==> config.mk <==
export PLATFORM = sky130hd
export DESIGN_NAME = alu_sequencer
export DESIGN_NICKNAME = d
export VERILOG_FILES = /design/src/rtl/scc_pkg.sv /design/src/rtl/alu_insn_decode.sv /design/src/rtl/alu_sequencer.sv
export SDC_FILE = /design/constraint.sdc
export NUM_CORES = 1
export LEC_CHECK = 0
export CORE_MARGIN = 2
export CORE_UTILIZATION = 40
export DETAILED_ROUTE_END_ITERATION = 6
export HOLD_SLACK_MARGIN = 0.15
export PLACE_DENSITY = 0.75
export SYNTH_ARGS = -nofsm -noshare
export SYNTH_HDL_FRONTEND = slang
export SYNTH_SLANG_ARGS = --single-unit
==> constraint.sdc <==
create_clock -name clk -period 1.8 [get_ports clk]
set_clock_uncertainty 0.2 [all_clocks]
set_input_delay 0.36 -clock clk [delete_from_list [all_inputs] [get_ports clk]]
set_output_delay 0.36 -clock clk [all_outputs]
set_load 0.03 [all_outputs]
==> src/rtl/scc_pkg.sv <==
// Shared definitions for the scc test datapath: instruction field layout,
// special encodings, ALU function codes and sequencer state codes.
package scc_pkg;

  typedef logic [2:0] state_t;
  localparam state_t S_IDLE      = 3'd0;
  localparam state_t S_FETCH     = 3'd1;
  localparam state_t S_DECODE    = 3'd2;
  localparam state_t S_EXECUTE   = 3'd3;
  localparam state_t S_WRITEBACK = 3'd4;
  localparam state_t S_HALTED    = 3'd5;
  localparam state_t S_ERROR     = 3'd6;

  localparam int MODE_BIT     = 31;
  localparam int FUNC_HI      = 30;
  localparam int FUNC_LO      = 28;
  localparam int IMM_MODE_BIT = 27;
  localparam int SETF_BIT     = 26;
  localparam int RD_HI        = 25;
  localparam int RD_LO        = 22;
  localparam int RS1_HI       = 21;
  localparam int RS1_LO       = 18;
  localparam int RSV_HI       = 17;
  localparam int RSV_LO       = 16;
  localparam int IMM_HI       = 15;
  localparam int RS2_HI       = 3;

  localparam logic [31:0] HALT_WORD = 32'hFFFF_FFFF;

  localparam logic       ALU_MODE_ARITH = 1'b1;
  localparam logic [2:0] FUNC_RSV_LO    = 3'b000;
  localparam logic [2:0] FUNC_ADD       = 3'b001;
  localparam logic [2:0] FUNC_SUB       = 3'b010;
  localparam logic [2:0] FUNC_RSV_HI    = 3'b111;

  localparam int DEFAULT_RESET_PC = 0;

  typedef struct packed {
    logic        alu_mode;
    logic [2:0]  alu_func;
    logic        imm_mode;
    logic        set_flags;
    logic [3:0]  rd;
    logic [3:0]  rs1;
    logic [3:0]  rs2;
    logic [15:0] imm;
  } insn_t;

endpackage

==> src/rtl/alu_insn_decode.sv <==
// Combinational instruction decoder: splits the word into ALU/register fields
// and classifies HALT and illegal encodings (HALT takes precedence).
module alu_insn_decode
  import scc_pkg::*;
(
  input  logic [31:0] insn_i,
  output insn_t       fields_o,
  output logic        is_halt_o,
  output logic        is_illegal_o
);

  logic rsv_bad;
  logic func_bad;

  always_comb begin
    fields_o.alu_mode  = insn_i[MODE_BIT];
    fields_o.alu_func  = insn_i[FUNC_HI:FUNC_LO];
    fields_o.imm_mode  = insn_i[IMM_MODE_BIT];
    fields_o.set_flags = insn_i[SETF_BIT];
    fields_o.rd        = insn_i[RD_HI:RD_LO];
    fields_o.rs1       = insn_i[RS1_HI:RS1_LO];
    fields_o.rs2       = insn_i[RS2_HI:0];
    fields_o.imm       = insn_i[IMM_HI:0];
  end

  assign is_halt_o    = (insn_i == HALT_WORD);
  assign rsv_bad      = (insn_i[RSV_HI:RSV_LO] != 2'b00);
  assign func_bad     = (fields_o.alu_mode == ALU_MODE_ARITH) &&
                        ((fields_o.alu_func == FUNC_RSV_LO) || (fields_o.alu_func == FUNC_RSV_HI));
  assign is_illegal_o = !is_halt_o && (rsv_bad || func_bad);

endmodule

==> src/rtl/alu_sequencer.sv <==
// Fetch/decode/execute/writeback sequencer driving the ALU and register file;
// one instruction retires every 3 + (fetch cycles) clocks.
module alu_sequencer
  import scc_pkg::*;
#(
  parameter int              PC_W     = 16,
  parameter logic [PC_W-1:0] RESET_PC = PC_W'(DEFAULT_RESET_PC)
) (
  input  logic            clk,
  input  logic            rst_n,
  input  logic            start,
  output logic            imemReq,
  output logic [PC_W-1:0] imemAddr,
  input  logic            imemValid,
  input  logic [31:0]     imemData,
  output logic [3:0]      rfRaddr1,
  output logic [3:0]      rfRaddr2,
  output logic            aluMode,
  output logic [2:0]      aluFunc,
  output logic            immediateMode,
  output logic [15:0]     immediate,
  input  logic [31:0]     aluResults,
  input  logic [3:0]      aluFlags,
  output logic            rfWe,
  output logic [3:0]      rfWaddr,
  output logic [31:0]     rfWdata,
  output logic [3:0]      flagsQ,
  output logic [PC_W-1:0] pc,
  output logic            busy,
  output logic            halted,
  output logic            illegal
);

  state_t          state_q, state_d;
  logic [PC_W-1:0] pc_q, pc_d;
  logic [31:0]     ir_q;
  logic [31:0]     res_q;
  logic [3:0]      capf_q;
  logic [3:0]      flags_q;
  logic [3:0]      waddr_q;
  logic [3:0]      raddr1_q, raddr2_q;

  insn_t fields;
  logic  is_halt;
  logic  is_illegal;
  logic  exec;

  alu_insn_decode u_decode (
    .insn_i       (ir_q),
    .fields_o     (fields),
    .is_halt_o    (is_halt),
    .is_illegal_o (is_illegal)
  );

  always_comb begin
    state_d = state_q;
    pc_d    = pc_q;
    case (state_q)
      S_IDLE:      if (start) state_d = S_FETCH;
      S_FETCH:     if (imemValid) state_d = S_DECODE;
      S_DECODE: begin
        if (is_halt)         state_d = S_HALTED;
        else if (is_illegal) state_d = S_ERROR;
        else                 state_d = S_EXECUTE;
      end
      S_EXECUTE:   state_d = S_WRITEBACK;
      S_WRITEBACK: begin
        state_d = S_FETCH;
        pc_d    = pc_q + PC_W'(4);
      end
      S_HALTED, S_ERROR: state_d = state_q;
      default:     state_d = S_IDLE;
    endcase
  end

  always_ff @(posedge clk) begin
    if (!rst_n) begin
      state_q  <= S_IDLE;
      pc_q     <= RESET_PC;
      ir_q     <= '0;
      res_q    <= '0;
      capf_q   <= '0;
      flags_q  <= '0;
      waddr_q  <= '0;
      raddr1_q <= '0;
      raddr2_q <= '0;
    end else begin
      state_q <= state_d;
      pc_q    <= pc_d;
      if (state_q == S_FETCH && imemValid) ir_q <= imemData;
      // Register addresses are set up one cycle early so the file's read data is ready in EXECUTE.
      if (state_q == S_DECODE && !is_halt && !is_illegal) begin
        raddr1_q <= fields.rs1;
        raddr2_q <= fields.rs2;
      end
      if (state_q == S_EXECUTE) begin
        res_q   <= aluResults;
        capf_q  <= aluFlags;
        waddr_q <= fields.rd;
      end
      if (state_q == S_WRITEBACK && fields.set_flags) flags_q <= capf_q;
    end
  end

  assign exec          = (state_q == S_EXECUTE);
  assign aluMode       = exec & fields.alu_mode;
  assign aluFunc       = exec ? fields.alu_func : 3'b000;
  assign immediateMode = exec & fields.imm_mode;
  assign immediate     = exec ? fields.imm : 16'h0000;

  assign imemReq  = (state_q == S_FETCH);
  assign imemAddr = pc_q;
  assign pc       = pc_q;
  assign rfRaddr1 = raddr1_q;
  assign rfRaddr2 = raddr2_q;
  assign rfWe     = (state_q == S_WRITEBACK);
  assign rfWaddr  = waddr_q;
  assign rfWdata  = res_q;
  assign flagsQ   = flags_q;
  assign busy     = (state_q == S_FETCH) || (state_q == S_DECODE) ||
                    (state_q == S_EXECUTE) || (state_q == S_WRITEBACK);
  assign halted   = (state_q == S_HALTED);
  assign illegal  = (state_q == S_ERROR);

endmodule

# [Word level (Yosys, flattened, before mapping)]
# Cells that the tools add are included.
[classes] multipliers=0 reduce_logical=18 bitwise=3 eq_ne=10 shift=0 div_mod_pow=0 addsub=1 mux=7 order_cmp=0
[ops] op="32-bit equality test, second input constant" count=1
[ops] op="3-bit case mux with 6 select lines" count=1
[ops] op="16-bit by 3-bit adder with 16-bit output, second input constant" count=1
[ops] op="16-bit 2-to-1 mux" count=1
[ops] op="3-bit 2-to-1 mux" count=5
[ops] op="3-bit equality test, second input constant" count=4
[ops] op="3-bit by 2-bit equality test with 1-bit output, second input constant" count=2
[ops] op="1-bit logical AND" count=6
[ops] op="3-bit zero test" count=2
[ops] op="1-bit logical OR" count=5
[ops] op="3-bit by 1-bit equality test with 1-bit output, second input constant" count=1
[ops] op="3-bit AND reduction" count=1
[ops] op="1-bit bitwise AND" count=2
[ops] op="1-bit zero test" count=2
[ops] op="2-bit by 1-bit inequality test with 1-bit output, second input constant" count=1
[ops] op="2-bit inequality test, second input constant" count=1
[ops] op="2-bit nonzero test" count=1
[ops] op="2-bit OR reduction" count=1
[ops] op="1-bit NOT" count=1
[word_totals] ff_bits=103 latch_bits=0 out_inout_bits=106 memories=0 ramBits=0 romBits=0 in_bits=72

# [Logic depth before layout (Yosys ltp)]
# Gate-level depths: netlist of run 1.
[depth] word_depth=8 mapped_depth=6 mapped_depth_nobuf=4

# [Cells and area by module]
# Synthesis of run 1 repeated with hierarchy kept, for this count alone.
[hier_totals] cells_unflattened=542 area_unflattened_um2=4403.0
[modules_own_cells] mod="alu_sequencer" cells_per_inst=492 area_each_um2=4051.4 instances=1
[modules_own_cells] mod="alu_insn_decode" cells_per_inst=50 area_each_um2=351.6 instances=1

# [Least setup slack after synthesis of run 1]
# No wires, ideal clock.
[synth_timing] path_type="flip-flop to output port" startpoint="reg state_q[1]" endpoint="out aluFunc[0]" required_ps=1240 arrival_ps=1362 stages_incl_launch_ff=6 path_buffers=3 setup_slack_ps=-122 path_cell_list="dfxtp_1 -> buf_2 -> and3_1 -> buf_2 -> clkbuf_1 -> and2_1"
[synth_via] elab_chain_len=2
[synth_lines] element="start, declared" line="alu_sequencer.sv:34" text="state_t state_q, state_d;"
[synth_lines] element="start signal, assigned" line="alu_sequencer.sv:88" text="state_q <= state_d;"
[synth_lines] element="3-bit by 2-bit equality test with 1-bit output" line="alu_sequencer.sv:105" text="assign exec = (state_q == S_EXECUTE);"
[synth_lines] element="3-bit 2-to-1 mux" line="alu_sequencer.sv:107" text="assign aluFunc = exec ? fields.alu_func : 3'b000;"
[synth_lines] element="end, declared" line="alu_sequencer.sv:19" text="output logic [2:0] aluFunc,"
# Every way passes these cells.

# [Final worst setup path of run 1]
[layout_timing] startpoint="reg state_q[0]" endpoint="out halted"
[layout_via] elab_chain_len=1
[layout_lines] element="3-bit equality test" line="alu_sequencer.sv:122" text="assign halted = (state_q == S_HALTED);"
[layout_lines] element="end, declared" line="alu_sequencer.sv:30" text="output logic halted,"
# Every way passes these cells.

==> impl_metrics.csv, run 1 <==
group,metric,value,unit
run_status,status,"finished, violations left",
run_status,violations,"negative setup slack",
cells_and_area,synthToLayoutAreaGrowth,52.90,%
power_and_ir_drop,power.switching,1.130,mW
placement,dp_slack,-0.06504,ns
synth,synth_edf_count,0,
run,maxCapViolations,0,
cells_and_area,mostFrequentLayoutCell,"nand2_1",
worst_setup_path,crit_end,"halted",
timing,fin_ws,-0.1672,ns
global_route,grt-ovfl-total,0,
synth,ys_seq_area_share,46.36,%
placement,globalplace.congestion,0.7746,
worst_setup_path,reg2reg_from,"state_q[1]",
power_and_ir_drop,comb_power_share,13.2,%
die,ios,178,
routing,routedWlPerCell,14.58,µm
synth,syn_inst,526,
worst_setup_path,crit_arrival,1.41,ns
power_and_ir_drop,seq_power_share,52.4,%
clock_network,clk_latency,0.36,ns
die,core_area,0.01075,mm²
global_route,antenna_found_initial,0,
global_route,grt_pass1_wl,19470,µm
timing,layout_min_cycle_time,1.967,ns
worst_setup_path,critPathLaunchType,"register",
timing,grt_setup_unrepaired,"true",
global_route,grt_util_met2,35.98,%
routing,vias,4124,
power_and_ir_drop,power_density,666.4,mW/mm²
timing,fmax,508.3,MHz
clock_network,cts_sinks,101,
power_and_ir_drop,peakVddDrop,380.3,µV
die,die_w,108.4,µm
synth,ys_warn_count,0,
cells_and_area,final_cell_mix,"161 x nand2_1, 93 x dfxtp_1, 70 x clkdlybuf4s50_1",
synth,ys_types,37,
synth,synth_seq_cells,101,
cells_and_area,antenna_cells,0,
clock_network,htree_levels,3,
global_route,grt_busiest_layer,"met2",
clock_network,hold_buffers,0,
placement,io_buffers,173,
worst_setup_path,r2r_end,"ir_q[27]",
power_and_ir_drop,p_leak,2.732,nW
clock_network,cts-root-buf,"clkbuf_8",
worst_setup_path,critPathMaxFanout,10,
worst_setup_path,crit_type,"reg -> out",
worst_setup_path,cp.required,1.24,ns
routing,ant_nets,0,
routing,drt_iter0_drc,142,
clock_network,cts_tree,"built",
cells_and_area,layoutNonFillerInstCount,842,
timing,report.final.slew_viol_count,0,
timing,setup_viol,26,
routing,wirelength,12280,µm
power_and_ir_drop,pwr-share-clk,34.3,%
worst_setup_path,startpoint,"state_q[0]",
global_route,grt_use_total,20.82,%
global_route,grt_use_met1,25.07,%
timing,finalHoldViolations,0,
synth,syn_area_per_cell,8.292,µm²
power_and_ir_drop,p_sw_share,25.43,%
timing,fin_crit_sh,109.3,%
die,rows,38,
clock_network,path_clk_slew,0.11,ns
die,die_area,0.01176,mm²
power_and_ir_drop,power.internal,3.314,mW
synth,syn-cell-area,0.004362,mm²
placement,dp_cells,815,
die,start_util,40.59,%
timing,hold_ws,0.2173,ns
routing,vias_per_cell,4.898,
clock_network,clockBufferDepth,2,
worst_setup_path,rrSetupSlack,0.08,ns
global_route,first_global_vias,3996,
global_route,grt_max_degree,60,
routing,drc,0,
clock_network,cts_buffers,9,
die,die_h,108.4,µm
global_route,grt_use_met3,5.244,%
synth,yosys_most_used_dff,"dfxtp_1",
routing,dr.pass1.iters,4,
synth,synth_async_sr_flop_share,0,%
placement,dp_hpwl,8404,µm
cells_and_area,final_layout_size_suffix_gt1_share,18.38,%
cells_and_area,nets,770,
min_path,min_path_type,"in -> reg",
worst_setup_path,worstRegToRegCells,7,
worst_setup_path,end_kind,"output pin",
==> registers in the layout, indices dropped and copies added (netlist names) <==
register,count
flagsQ,4
rfRaddr2,4
imemAddr,14
state_q,3
rfRaddr1,4
rfWaddr,4
rfWdata,32
ir_q,32
capf_q,4
==> worst min path at each step <==
stage / start / to / slack (ns) / depth (start not counted)
2_1_floorplan: capf_q[0] / capf_q[0] / 0.24 / 2
4_1_cts: rst_n / state_q[2] / 0.19 / 3
6_report: rst_n / state_q[2] / 0.22 / 3
3_3_place_gp: rfWdata[8] / rfWdata[8] / 0.25 / 2
5_1_grt: rst_n / state_q[2] / 0.21 / 3
3_5_place_dp: rfWdata[17] / rfWdata[17] / 0.26 / 2
==> stage by stage <==
stage	total power [mW]	util (%)	instance area [µm²]	setup TNS, ns
global placement	2.887	58.03	6236	0
floorplan	2.614	-	4425	-0.5381
global route	4.641	62.06	6669	-4.444
finish	4.444	62.06	6669	-3.083
detailed placement	2.897	58.03	6236	-0.6866
CTS	4.467	61.35	6593	-3.213
==> Yosys cell counts (all sizes together), types with 2 or more instances <==
| cell | instances | share of area (%) |
|---|---|---|
| nor3b | 4 | 0.80 |
| o31a | 2 | 0.40 |
| nor2b | 7 | 1.0 |
| nand4 | 12 | 1.9 |
| buf | 30 | 4.5 |
| nor2 | 6 | 0.52 |
| dfxtp | 101 | 46 |
| nor4 | 3 | 0.57 |
| inv | 3 | 0.26 |
| nand2 | 163 | 14 |
| a21boi | 75 | 13 |
| xnor2 | 10 | 2.0 |
| nand3 | 18 | 2.1 |
| clkbuf | 23 | 2.0 |
| nor3 | 3 | 0.34 |
| mux2i | 7 | 1.6 |
| o21ai | 9 | 1.0 |
| and3 | 4 | 0.57 |
| and2 | 28 | 4.0 |
| a21oi | 4 | 0.46 |
| nand2b | 4 | 0.57 |
==> timing repair <==
| item | 4_1_cts | 5_1_grt |
|---|---|---|
| gates cloned | 2 | 1 |
| resized for setup | 130 | 47 |
| buffers inserted | 6 | 2 |
| pin swaps | 14 | 6 |
| endpoints found under the setup margin | 133 | 70 |
==> logic make-up (layout without fill, tap and decap cells) <==
group	count (synthesis)	after routing	share of synthesized area, %
fa+ha+maj	1	1	0.2868
xor+xnor	10	10	2.008
simple gates	258	260	27.74
mux	7	7	1.606
flops	101	101	46.36
buf+inv	56	227	6.741
other cells	1	4	0.08598
compound gates	92	92	15.18
==> final cells by class <==
type                    count  area [µm²]
clock inverters             6       76.32
clock buffers              10       137.6
well taps                 140       175.2
fillers                   976        4076
repair buffers            208        2028
multi-input cells         374        2201
flip-flops and latches    101        2037
inverters                   3       13.76
==> layer usage <==
layer	vias to the layer above	wire length, µm	share of wire [%]
met1	1909	5086	41
met4	0	205	1.7
met3	15	867	7.1
li1	2056	-	-
met2	144	6117	50
met5	-	0	0
==> power groups by stage <==
stage	sequential [mW]	combinational (mW)	clock [mW]
final	2.33	0.587	1.53
after global routing	2.34	0.631	1.67
after CTS	2.33	0.564	1.57
after detailed placement	2.37	0.523	0
after global placement	2.37	0.515	0
after floorplan	2.39	0.224	0
==> critical path, stage by stage, from the launching register on <==
cell,delay (ns)
dfxtp_4,0.40
buf_6,0.13
buf_6,0.14
nor3b_4,0.23
buf_12,0.15
(Power assumes the default switching activity.)
==> inputs of run 2 (changes only) <==
Settings changed: CAP_MARGIN set to 40.
Clock period 1.8 ns to 1.85 ns, I/O delays scaled along.
==> impl_metrics.csv, run 2 (synthesis gave the netlist of run 1 again) <==
group,metric,value,unit
die,start_util,40.59,%
global_route,grt_busiest_layer,"met2",
cells_and_area,final_cell_mix,"162 x nand2_1, 98 x dfxtp_1, 70 x a21boi_0, 70 x clkdlybuf4s50_1, 68 x dlygate4sd2_1",
clock_network,cts_sinks,101,
die,ios,178,
global_route,first_global_vias,3939,
routing,ant_nets,0,
power_and_ir_drop,pwr-share-clk,32.3,%
power_and_ir_drop,peakVddDrop,371.7,µV
power_and_ir_drop,power_density,627.4,mW/mm²
run_status,violations,"negative setup slack",
routing,wirelength,11930,µm
clock_network,hold_buffers,0,
routing,vias_per_cell,4.875,
timing,finalHoldViolations,0,
clock_network,cts_buffers,9,
clock_network,clockBufferDepth,2,
power_and_ir_drop,p_leak,2.730,nW
routing,routedWlPerCell,14.12,µm
power_and_ir_drop,p_sw_share,26.23,%
die,die_area,0.01176,mm²
worst_setup_path,crit_type,"reg -> out",
clock_network,path_clk_slew,0.10,ns
worst_setup_path,critPathLaunchType,"register",
worst_setup_path,rrSetupSlack,0.07,ns
routing,drc,0,
cells_and_area,antenna_cells,0,
timing,setup_viol,24,
global_route,grt_use_met1,24.39,%
clock_network,cts-root-buf,"clkbuf_8",
timing,layout_min_cycle_time,1.963,ns
timing,fin_crit_sh,106.1,%
die,rows,38,
placement,dpl_cell_area,0.006225,mm²
clock_network,cts_tree,"built",
worst_setup_path,reg2reg_from,"state_q[0]",
worst_setup_path,crit_arrival,1.39,ns
cells_and_area,final_layout_size_suffix_gt1_share,17.59,%
global_route,grt_use_total,20.38,%
worst_setup_path,cp.required,1.28,ns
cells_and_area,finalInstanceArea,0.006635,mm²
global_route,grt_util_met2,36.29,%
cells_and_area,fillers,955,
placement,io_buffers,173,
worst_setup_path,crit_end,"immediate[1]",
global_route,grt_max_degree,72,
power_and_ir_drop,power.switching,1.092,mW
placement,globalplace.congestion,0.8333,
power_and_ir_drop,total_power,4.163,mW
global_route,grt-ovfl-total,0,
global_route,grt_pass1_wl,18950,µm
run_status,status,"finished, violations left",
clock_network,htree_levels,3,
die,core_area,0.01075,mm²
worst_setup_path,worstRegToRegCells,5,
worst_setup_path,critPathMaxFanout,6,
die,die_h,108.4,µm
power_and_ir_drop,comb_power_share,13.2,%
worst_setup_path,startpoint,"state_q[1]",
timing,report.final.slew_viol_count,0,
power_and_ir_drop,seq_power_share,54.5,%
global_route,grt_use_met3,3.918,%
timing,setup_tns,-1.604,ns
worst_setup_path,r2r_end,"imemAddr[12]",
cells_and_area,mostFrequentLayoutCell,"nand2_1",
placement,dp_hpwl,8351,µm
routing,dr.pass1.iters,4,
routing,drt_iter0_drc,202,
clock_network,clk_latency,0.36,ns
power_and_ir_drop,power.internal,3.071,mW
cells_and_area,synthToLayoutAreaGrowth,52.12,%
die,die_w,108.4,µm
worst_setup_path,end_kind,"output pin",
timing,fmax,509.5,MHz
timing,fin_ws,-0.1128,ns
min_path,min_path_type,"in -> reg",
routing,vias,4119,
global_route,antenna_found_initial,0,
timing,grt_setup_unrepaired,"true",
cells_and_area,nets,773,
run,maxCapViolations,0,
-- run 2: changes by cell type in the layout (fill, tap and decap cells not counted), sizes merged --
cell | before | now
and3 | 6 | 7
clkbuf | 15 | 14
clkinvlp | 0 | 2
inv | 7 | 6
dlygate4sd2 | 58 | 68
clkdlybuf4s15 | 13 | 4
bufinv | 1 | 0
buf | 62 | 64
-- run 2: worst min-delay path by stage --
| stage | from | to | slack [ns] | cells after the start |
|---|---|---|---|---|
| floorplan | capf_q[0] | capf_q[0] | 0.24 | 2 |
| global placement | rfWdata[29] | rfWdata[29] | 0.25 | 2 |
| detailed placement | rfWdata[0] | rfWdata[0] | 0.26 | 2 |
| CTS | rst_n | state_q[1] | 0.15 | 2 |
| global route | rst_n | state_q[1] | 0.15 | 2 |
| finish | rst_n | state_q[1] | 0.17 | 2 |
-- run 2: repair_timing --
item                       4_1_cts  5_1_grt
setup endpoints to repair      107       54
buffers inserted                10        2
pin swaps                        9        5
resized for setup              137       21
gates cloned                     3        0
-- run 2: routing by layer --
metal	share of wire [%]	vias to the layer above
li1	-	2062
met1	42	1904
met2	51	142
met3	5.9	11
met4	1.3	0
met5	0	-
-- run 2: power groups by stage --
stage | combinational (mW) | sequential, mW | clock (mW)
3_5_place_dp | 0.501 | 2.31 | 0
6_report | 0.550 | 2.27 | 1.34
2_1_floorplan | 0.216 | 2.32 | 0
5_1_grt | 0.593 | 2.28 | 1.47
4_1_cts | 0.544 | 2.27 | 1.38
3_3_place_gp | 0.492 | 2.31 | 0
-- run 2: per-stage QoR --
stage                     instances  hold WS (ns)  setup WS (ns)  util (%)
after floorplan                 529        0.2431       -0.01759         -
after global placement          815        0.2500        0.05053     57.93
after detailed placement        815        0.2566       -0.01137     57.93
after CTS                       844        0.1543        -0.1146     61.52
after global routing            845        0.1540        -0.1479     61.75
final                           845        0.1709        -0.1128     61.75
-- run 2: final cells by class --
cell class              instances  area (µm²)  area share (%)
well taps                     140       175.2           2.640
multi-input cells             375        2206           33.25
inverters                       3       16.27          0.2451
flip-flops and latches        101        2033           30.64
repair buffers                210        2014           30.36
clock inverters                 6       52.55          0.7920
clock buffers                  10       137.6           2.074
-- run 2: critical path: stages, from the launching register on --
cell and delay (ns):
dfxtp_4 0.39, buf_6 0.12, and3_4 0.19, and2_2 0.20
buf_6 0.13
==> inputs of run 3 (changes only) <==
Clock period 1.85 ns to 2.03 ns, I/O delays scaled along.
==> impl_metrics.csv, run 3 (synthesis gave the netlist of run 1 again) <==
group,metric,value,unit
routing,drc,0,
timing,fmax,502.0,MHz
routing,vias,4058,
power_and_ir_drop,peakVddDrop,377.4,µV
clock_network,cts_buffers,9,
routing,ant_nets,0,
global_route,antenna_found_initial,0,
routing,routedWlPerCell,13.91,µm
global_route,grt_max_degree,42,
cells_and_area,final_layout_size_suffix_gt1_share,11.74,%
routing,wirelength,11540,µm
cells_and_area,mostFrequentLayoutCell,"nand2_1",
power_and_ir_drop,power_density,600.3,mW/mm²
routing,dr.pass1.iters,4,
clock_network,cts-root-buf,"clkbuf_8",
min_path,min_path_type,"reg -> reg",
min_path,hp-start,"rfWaddr[2]",
timing,layout_min_cycle_time,1.992,ns
timing,grt_setup_unrepaired,"true",
global_route,grt_pass1_wl,18440,µm
run,maxCapViolations,0,
power_and_ir_drop,total_power,3.956,mW
die,core_area,0.01075,mm²
die,rows,38,
worst_setup_path,crit_arrival,1.39,ns
timing,finalHoldViolations,0,
timing,setup_viol,0,
worst_setup_path,critPathMaxFanout,7,
worst_setup_path,reg2reg_from,"state_q[0]",
clock_network,clockBufferDepth,2,
cells_and_area,antenna_cells,0,
die,ios,178,
placement,dp_hpwl,8089,µm
clock_network,clk_latency,0.36,ns
power_and_ir_drop,p_leak,3.239,nW
clock_network,path_clk_slew,0.09,ns
worst_setup_path,cp.required,1.42,ns
die,start_util,40.59,%
clock_network,cts_tree,"built",
cells_and_area,synthToLayoutAreaGrowth,51.06,%
die,die_area,0.01176,mm²
timing,setup_tns,0,ns
placement,globalplace.congestion,0.8111,
run_status,status,"finished, final reports clean",
timing,report.final.slew_viol_count,0,
worst_setup_path,critPathLaunchType,"register",
routing,vias_per_cell,4.889,
worst_setup_path,crit_type,"reg -> out",
clock_network,cts_sinks,101,
worst_setup_path,end_kind,"output pin",
routing,drt_iter0_drc,170,
global_route,grt-ovfl-total,0,
placement,io_buffers,173,
global_route,grt_use_total,19.61,%
die,die_w,108.4,µm
timing,fin_crit_sh,98.13,%
clock_network,htree_levels,3,
cells_and_area,nets,758,
global_route,first_global_vias,3838,
die,die_h,108.4,µm
worst_setup_path,startpoint,"state_q[2]",
cells_and_area,final_cell_mix,"163 x nand2_1, 98 x dfxtp_1, 73 x clkdlybuf4s50_1",
[run 3: metrics by stage]
step           instances  utilization (%)  instance area (µm²)  hold slack, ns  worst slack, ns
3_5_place_dp         804            57.03                 6128          0.2571           0.1311
4_1_cts              824            59.35                 6377          0.2706       -0.0003783
5_1_grt              830            61.32                 6589          0.2820         -0.01868
6_report             830            61.32                 6589          0.2633          0.03792
2_1_floorplan        529                -                 4373          0.2431          0.06194
3_3_place_gp         804            57.03                 6128          0.2506           0.2178
[run 3: path summary, 6_finish.rpt]
kind	end	slack [ns]	cells after the start
worst max register to register	imemAddr[15]	0.15	5
worst max-delay path	aluFunc[0]	0.04	4
worst min register to register	rfWaddr[2]	0.26	2
worst min-delay path	rfWaddr[2]	0.26	2
[run 3: routing by layer]
metal | vias to the layer above | track usage (%) | share of wire (%) | wire length (µm)
li1 | 2034 | - | - | -
met1 | 1879 | 24.51 | 44 | 5070
met2 | 128 | 32.37 | 47 | 5470
met3 | 17 | 5.847 | 6.5 | 752
met4 | 0 | 6.319 | 2.2 | 250
met5 | - | 0 | 0 | 0
[run 3: where the power goes]
part	internal [mW]	leakage (nW)	switching (mW)
registers	2.02	0.818	0.0434
logic	0.264	2.31	0.217
clock network	0.731	0.110	0.676
[run 3: area by class of cell]
cell class                      count  area [µm²]
Clock inverter                      5       81.33
Sequential cell                   101        2033
Clock buffer                       11       141.4
Timing Repair Buffer              195        2007
Inverter                            3       13.76
Fill cell                         933        4156
Multi-Input combinational cell    375        2137
Tap cell                          140       175.2
[run 3: critical path: stages (launching register included)]
cell,delay (ns)
dfxtp_4,0.37
inv_4,0.10
and3_4,0.25
and2_1,0.15
buf_4,0.16
[run 3: what timing repair did]
action | CTS | global route
setup buffers | 2 | 5
hold buffers | 0 | 0
pin swaps | 1 | 2
cloned | 2 | 1
endpoints found under the setup margin | 56 | 76
gates resized for setup | 42 | 58
